File: config.mk
export PLATFORM = sky130hd
export DESIGN_NAME = stack_ctrl
export DESIGN_NICKNAME = d
export VERILOG_FILES = /design/src/rtl/stack_pkg.sv /design/src/rtl/stop_edge_det.sv /design/src/rtl/stack_ctrl.sv
export SDC_FILE = /design/constraint.sdc
export NUM_CORES = 1
export LEC_CHECK = 0
export CAP_MARGIN = 20
export CORE_ASPECT_RATIO = 1.5
export CORE_MARGIN = 2
export CORE_UTILIZATION = 58
export CTS_CLUSTER_SIZE = 14
export DETAILED_ROUTE_END_ITERATION = 6
export PLACE_DENSITY = 0.81
export SKIP_LAST_GASP = 1
export SYNTH_ARGS = -nofsm -noshare
export SYNTH_HDL_FRONTEND = slang
export SYNTH_SLANG_ARGS = --single-unit
export TNS_END_PERCENT = 5
File: constraint.sdc
create_clock -name clk -period 7 [get_ports clk]
set_input_delay 1.4 -clock clk [delete_from_list [all_inputs] [get_ports clk]]
set_output_delay 1.4 -clock clk [all_outputs]
set_load 0.005 [all_outputs]
File: src/rtl/stack_pkg.sv
// Shared types and helpers for the block-stacking game controller.
package stack_pkg;

  localparam int DEF_ROW_W    = 8;
  localparam int DEF_NUM_ROWS = 8;

  typedef enum logic [1:0] {
    ST_IDLE,
    ST_PLAY,
    ST_WIN,
    ST_LOSE
  } state_e;

  // Counts set bits of a row bitmap zero-extended to 32 bits (ROW_W <= 32).
  function automatic logic [5:0] popcount(input logic [31:0] v);
    popcount = '0;
    for (int i = 0; i < 32; i++) popcount = popcount + {5'd0, v[i]};
  endfunction

endpackage

File: src/rtl/stop_edge_det.sv
// Rising-edge detector for the stop button: a held button yields one press.
module stop_edge_det (
  input  logic clk,
  input  logic rst,
  input  logic btn_i,
  output logic press_o
);

  logic btn_q;

  always_ff @(posedge clk) begin
    if (!rst) btn_q <= 1'b0;
    else      btn_q <= btn_i;
  end

  assign press_o = btn_i & ~btn_q;

endmodule

File: src/rtl/stack_ctrl.sv
// Block-stacking game controller: captures, trims and stores rows, flags win/lose.
// Optional scoring is compiled in with `define STACK_SCORE_EN.
module stack_ctrl import stack_pkg::*; #(
  parameter int ROW_W    = DEF_ROW_W,
  parameter int NUM_ROWS = DEF_NUM_ROWS,
  parameter int LINE_W   = $clog2(NUM_ROWS + 1),
  parameter int SCORE_W  = 12
) (
  input  logic                         clk,
  input  logic                         rst,
  input  logic                         enable,
  input  logic                         stopBtn,
  input  logic                         restart,
  input  logic [ROW_W-1:0]             newBlockLoc,
  input  logic [LINE_W-1:0]            rowSel,
  output logic [LINE_W-1:0]            lineNum,
  output logic [ROW_W-1:0]             stackLoc,
  output logic [ROW_W-1:0]             rowData,
  output logic [$clog2(ROW_W+1)-1:0]   blockWidth,
  output logic                         gameOver,
  output logic                         gameWon,
  output logic [SCORE_W-1:0]           score
);

  localparam int BW_W = $clog2(ROW_W + 1);

  state_e                             state_q, state_d;
  logic [LINE_W-1:0]                  line_q, line_d;
  logic [ROW_W-1:0]                   stack_q, stack_d;
  logic [NUM_ROWS-1:0][ROW_W-1:0]     rows_q, rows_d;
  logic [ROW_W-1:0]                   ovl;
  logic                               press;
  logic                               place;

  stop_edge_det u_edge (
    .clk    (clk),
    .rst    (rst),
    .btn_i  (stopBtn),
    .press_o(press)
  );

  always_comb begin
    state_d = state_q;
    line_d  = line_q;
    stack_d = stack_q;
    rows_d  = rows_q;
    place   = 1'b0;
    // The first row has nothing beneath it, so the whole block is kept.
    ovl     = (line_q == '0) ? newBlockLoc : (newBlockLoc & stack_q);
    if (restart) begin
      state_d = ST_IDLE;
      line_d  = '0;
      stack_d = '0;
      rows_d  = '0;
    end else begin
      unique case (state_q)
        ST_IDLE: if (enable) state_d = ST_PLAY;
        ST_PLAY: begin
          if (enable && press && line_q != LINE_W'(NUM_ROWS)) begin
            if (ovl == '0) begin
              state_d = ST_LOSE;
            end else begin
              place   = 1'b1;
              stack_d = ovl;
              line_d  = line_q + 1'b1;
              for (int i = 0; i < NUM_ROWS; i++)
                if (line_q == LINE_W'(i)) rows_d[i] = ovl;
              if (line_q == LINE_W'(NUM_ROWS - 1)) state_d = ST_WIN;
            end
          end
        end
        default: ;
      endcase
    end
  end

  always_ff @(posedge clk) begin
    if (!rst) begin
      state_q <= ST_IDLE;
      line_q  <= '0;
      stack_q <= '0;
      rows_q  <= '0;
    end else begin
      state_q <= state_d;
      line_q  <= line_d;
      stack_q <= stack_d;
      rows_q  <= rows_d;
    end
  end

  always_comb begin
    rowData = '0;
    for (int i = 0; i < NUM_ROWS; i++)
      if (rowSel == LINE_W'(i)) rowData = rows_q[i];
  end

  assign lineNum    = line_q;
  assign stackLoc   = stack_q;
  assign blockWidth = BW_W'(popcount(32'(stack_q)));
  assign gameOver   = (state_q == ST_LOSE);
  assign gameWon    = (state_q == ST_WIN);

`ifdef STACK_SCORE_EN
  logic [SCORE_W-1:0] score_q, score_d;
  logic [SCORE_W:0]   score_sum;

  // A perfect placement earns a full-row bonus on top of the kept cells.
  always_comb begin
    score_sum = {1'b0, score_q} + (SCORE_W+1)'(popcount(32'(ovl)))
              + ((line_q != '0 && ovl == stack_q) ? (SCORE_W+1)'(ROW_W) : '0);
    score_d   = score_q;
    if (restart)    score_d = '0;
    else if (place) score_d = score_sum[SCORE_W] ? '1 : score_sum[SCORE_W-1:0];
  end

  always_ff @(posedge clk) begin
    if (!rst) score_q <= '0;
    else      score_q <= score_d;
  end

  assign score = score_q;
`else
  assign score = '0;
`endif

endmodule

* Word-level counts from Yosys, hierarchy flattened *
Cells that the tools add are included.

word-level totals
  input port bits = 17
  output and inout bits = 38
  logic and storage cells = 78
  flip-flop bits (word level) = 79

operators by class
  mux-type cells = 14
  reduce and logical (&&, ||, !) cells = 18
  add/subtract/negate cells = 8
  eq/ne operators = 21
  bitwise logic cells = 5

operator list
  kind                                            count
  two-way mux 8 bit                               9
  AND reduction 4 bit                             9
  == test 4 x 3 -> 1 bit (second input constant)  8
  adder 4 x 1 -> 4 bit                            4
  == test 4 x 2 -> 1 bit (second input constant)  4
  AND 8 bit                                       1
  == test 4 x 1 -> 1 bit (second input constant)  2
  logical NOT 4 bit                               2
  logical NOT 8 bit                               1
  two-way mux 2 bit                               4
  adder 3 x 1 -> 4 bit                            1
  adder 4 x 1 -> 4 bit (second input constant)    1
  == test 2 bit (second input constant)           2
  != test 2 bit (second input constant)           2
  != test 4 bit (second input constant)           1
  one-hot mux 2 bit (2 select lines)              1
  adder 2 x 1 -> 3 bit                            1
  != test 3 bit (second input constant)           1
  inverter 1 bit                                  3
  AND reduction 3 bit                             1
  adder 1 x 1 -> 2 bit                            1
  == test 2 x 1 -> 1 bit (second input constant)  1
  logical AND 1 bit                               2
  logical NOT 2 bit                               1
  3 further kinds                                 3

* Longest topological paths before layout *
  depth in word-level cells = 9
  mapped depth = 10
  gate-level depth less buffers = 9

* By module *
Synthesis repeated with hierarchy kept, for this count alone.

second synthesis, totals
  cells, all modules = 425
  area total of the unflattened synthesis = 4087.7 um^2

modules (own cells, without submodules)
  module         seq. area each (um^2)  area each (um^2)  times used  cells each
  stack_ctrl     1561.5                 4047.6            1           422
  stop_edge_det  20.0                   40.0              1           3

* Worst setup path before layout *
Ideal clock, no wire load.

  kind = in2out
  start point = in rowSel[0]
  end point = out rowData[0]
  cell stages on the path = 4
  data required time = 5.600 ns
  setup slack = 2.969 ns
  path buffers = 1
  data arrival time = 2.631 ns
  cells stage by stage = buf_1 mux4_2 o21ai_0 nand2_1

between the ends
  cells in the longest elaborated chain, start to end = 9
  elaborated cells between the ends (all ways) = 16
  those cells by class = eq/ne (7); mux (8); reduce/logical (1)

RTL lines
  item                            line              RTL
  start, declared                 stack_ctrl.sv:15  input logic [LINE_W-1:0] rowSel,
  logical NOT 4 bit               stack_ctrl.sv:94  if (rowSel == LINE_W'(i)) rowData = rows_q[i];
  two-way mux 8 bit (7 in a row)  stack_ctrl.sv:94
  two-way mux 8 bit (*)           stack_ctrl.sv:94
  end, declared                   stack_ctrl.sv:18  output logic [ROW_W-1:0] rowData,

Mark *: on every way between the ends. The rest lies on a longest branch, timed or not.

* Final worst setup path *
  start point = in rowSel[1]
  end point = out rowData[0]

Same word-level chain as after synthesis.

==> flow_metrics.py <==
metrics = {
    "status": {
        "run_status": "completed",
    },
    "sta": {
        "tightest_slew_ns": 1.022,
        "setup_slack_ns": 1.684,
        "setup_violations": 0,
        "rsz0062_at_grt": "false",
        "min_period_ns": 5.316,
        "fin_setup_tns_ns": 0,
        "maxSlewViolCount": 0,
        "finClkSkew_ns": 0.01132,
        "period_share": 0.7595,
        "hold_viol": 0,
        "slew_headroom": 0.3171,
        "clock.fmax_mhz": 188.1,
    },
    "cells_and_area": {
        "utilization": 0.6866,
        "multi_input_area_um2": 2273,
        "layout.cells.non_filler": 537,
        "drive_gt1_frac": 0.09586,
        "nets": 482,
        "syn_to_final_growth_pct": 15.59,
        "fillers": 527,
        "ff_latch_area_um2": 1582,
        "antenna_cells": 0,
    },
    "logic_synthesis": {
        "synthTopCellsByArea": "dfxtp_1 39%, mux2i_1 20%, nand2_1 10%",
        "synthMuxAreaShare": 0.2539,
        "synth_xor_area_frac": 0.002152,
        "synth_top_family_by_area": "multiplexers",
        "synth_largest_type_area_fraction": 0.3886,
        "synth_largest_area_cell": "dfxtp_1",
        "yosys_warnings": 0,
        "syn_inst": 422,
        "yosys_register_bits": 79,
        "ys_seq_area_frac": 0.3886,
        "synth_cell_types": 42,
        "syn_area_um2": 4070,
        "synth-simple-area-share": 0.1476,
        "synth_compound_area_frac": 0.1008,
        "synth_fa_ha_area_frac": 0.04119,
        "syn-mean-instance-area_um2": 9.645,
    },
    "clock_network": {
        "clk_latency_ns": 0.35,
        "cts_tree": "yes",
        "max-clock-path-buffers": 2,
        "cts_buffers": 9,
        "cts-root-buf": "clkbuf_8",
        "cts.sinks": 79,
        "clk_pin_slew_ns": 0.07,
        "postCtsSetupBuffers": 0,
        "htreeDepth": 3,
        "cts_resized": 0,
        "cts_hold_buf": 0,
    },
    "setup_path": {
        "cp-end-kind": "output pin",
        "crit_type": "input port to output pin",
        "critPathLaunchType": "input port",
        "path_buf_inv": 2,
        "crit_arrival_ns": 3.92,
        "slowest_delay_ns": 1.07,
        "path_cells": "clkdlybuf4s50_1 -> nor2b_1 -> a21oi_1 -> a21oi_1 -> o21ai_0 -> nand2_1 -> clkdlybuf4s50_1",
        "cp.required_ns": 5.60,
        "crit_fanout": 22,
        "crit_path_top_delay_cell": "clkdlybuf4s50_1",
        "cp_top_family": "buffers and inverters",
    },
    "power_and_ir_drop": {
        "p_leak_nw": 2.146,
        "ir_drop_mv": 0.2177,
        "power_density_nw_per_um2": 196.2,
    },
    "placed_design": {
        "hpwl_mm": 6.523,
        "post-place-ws_ns": 1.694,
        "dp_cells": 521,
        "port_buffers": 42,
        "finalWeightedCongestion": 0.8427,
    },
    "detailed_routing": {
        "viasPerCell": 5.791,
        "vias": 3110,
        "first_pass_iters": 4,
        "drc": 0,
        "drt_iter0_drc": 210,
        "wl_mm": 9.420,
        "drtAntennaViolNets": 0,
        "wl_per_cell_um": 17.54,
    },
    "global_routing": {
        "grt_use_total": 0.2556,
        "grt_pass1_wl_mm": 15.11,
        "antenna_found_initial": 0,
        "grt_max_degree": 53,
        "grt_pass1_vias": 3145,
        "overflow": 0,
    },
    "floorplan": {
        "coreArea_um2": 6852,
        "die_x_um": 72.40,
        "pin_count": 55,
        "die_area_um2": 7717,
        "initial_core_util": 0.5940,
        "fp.dieH_um": 106.6,
        "rows": 37,
    },
    "min_path": {
        "hold_path.class": "flop to flop",
    },
    "flow_run": {
        "maxCapViolCount": 0,
    },
}
routing by layer:
| metal | up-vias | wire [um] | GRT usage |
|---|---|---|---|
| li1 | 1487 | - | - |
| met2 | 83 | 5100 | 0.4613 |
| met3 | 16 | 452 | 0.05075 |
| met4 | 0 | 216 | 0.09127 |
| met5 | - | 0 | 0 |
| met1 | 1524 | 3650 | 0.2935 |
report_power, final:
part | switching, W | internal, W | total [W]
registers | 0.00000110 | 0.000450 | 0.000451
clock network | 0.000168 | 0.000248 | 0.000416
logic | 0.0000341 | 0.0000220 | 0.0000561
total | 0.000203 | 0.000720 | 0.000923
registers in the layout, indices dropped and copies added (netlist names):
signal / cells
u_edge.btn_q: 1
state_q: 2
rows_q: 64
lineNum: 4
stackLoc: 8
cell usage after synthesis (all sizes together):
cell type  instances
o21a               5
xnor2              1
o211a              3
nand4              1
nand4b             1
nor2b              6
and4b              1
clkbuf            16
a31o               1
mux4               9
nand2            109
conb               1
or4                1
and2               2
a22oi              1
or2                5
mux2i             83
clkinv             1
inv               13
and4               1
nor3               1
a211oi             1
a21oi             15
ha                 7
buf               20
and3b              1
nor3b              1
nand2b             3
fa                 4
o21ai             13
and3               1
nor2               3
dfxtp             79
o2111ai            6
o211ai             5
o22ai              1
tightest hold or removal path, stage by stage, from the launching register on:
cell     delay (ns)
dfxtp_1        0.31
nand2_1        0.05
mux2i_1        0.05
per-stage QoR:
stage / hold slack, ns / total power [W] / area, um^2
global route: 0.4796 / 0.0009486 / 4705
detailed placement: 0.4512 / 0.0005169 / 4459
CTS: 0.4612 / 0.0009254 / 4705
finish: 0.4635 / 0.0009230 / 4705
floorplan: 0.4318 / 0.0005011 / 4111
global placement: 0.4423 / 0.0005164 / 4448
kinds of logic after synthesis:
| group | after synthesis |
|---|---|
| multiplexers | 92 |
| XOR/XNOR | 1 |
| buffers and inverters | 50 |
| adder cells (fa/ha/maj) | 11 |
| flip-flops | 79 |
| other | 1 |
| AND/OR/NAND/NOR | 137 |
| AO/OA/AOI/OAI | 51 |
path summary, 6_finish.rpt:
| check | from | endpoint | slack (ns) | depth (start not counted) |
|---|---|---|---|---|
| max | rowSel[1] | rowData[0] | 1.68 | 7 |
| min | rows_q[45] | rows_q[45] | 0.46 | 2 |
| max reg2reg | lineNum[0] | rows_q[51] | 3.75 | 7 |
| min reg2reg | rows_q[45] | rows_q[45] | 0.46 | 2 |
layout by cell type (no fill, tap or decap), drive strengths merged, types with 7 or more instances in the layout:
master and n:
a21oi 15, mux2i 83, clkdlybuf4s50 42, nand2 109, dfxtp 79, ha 7, inv 14, conb 12
mux4 9, clkbuf 11, o21ai 13
layout make-up:
type	instances	share of cell area
clock inverter	5	0.02207
tap	78	0.02074
multi-input combinational	304	0.4832
timing repair buffer	46	0.09654
inverter	14	0.01117
clock buffer	11	0.03005
sequential	79	0.3362
Power figures use the tool's default switching activity.
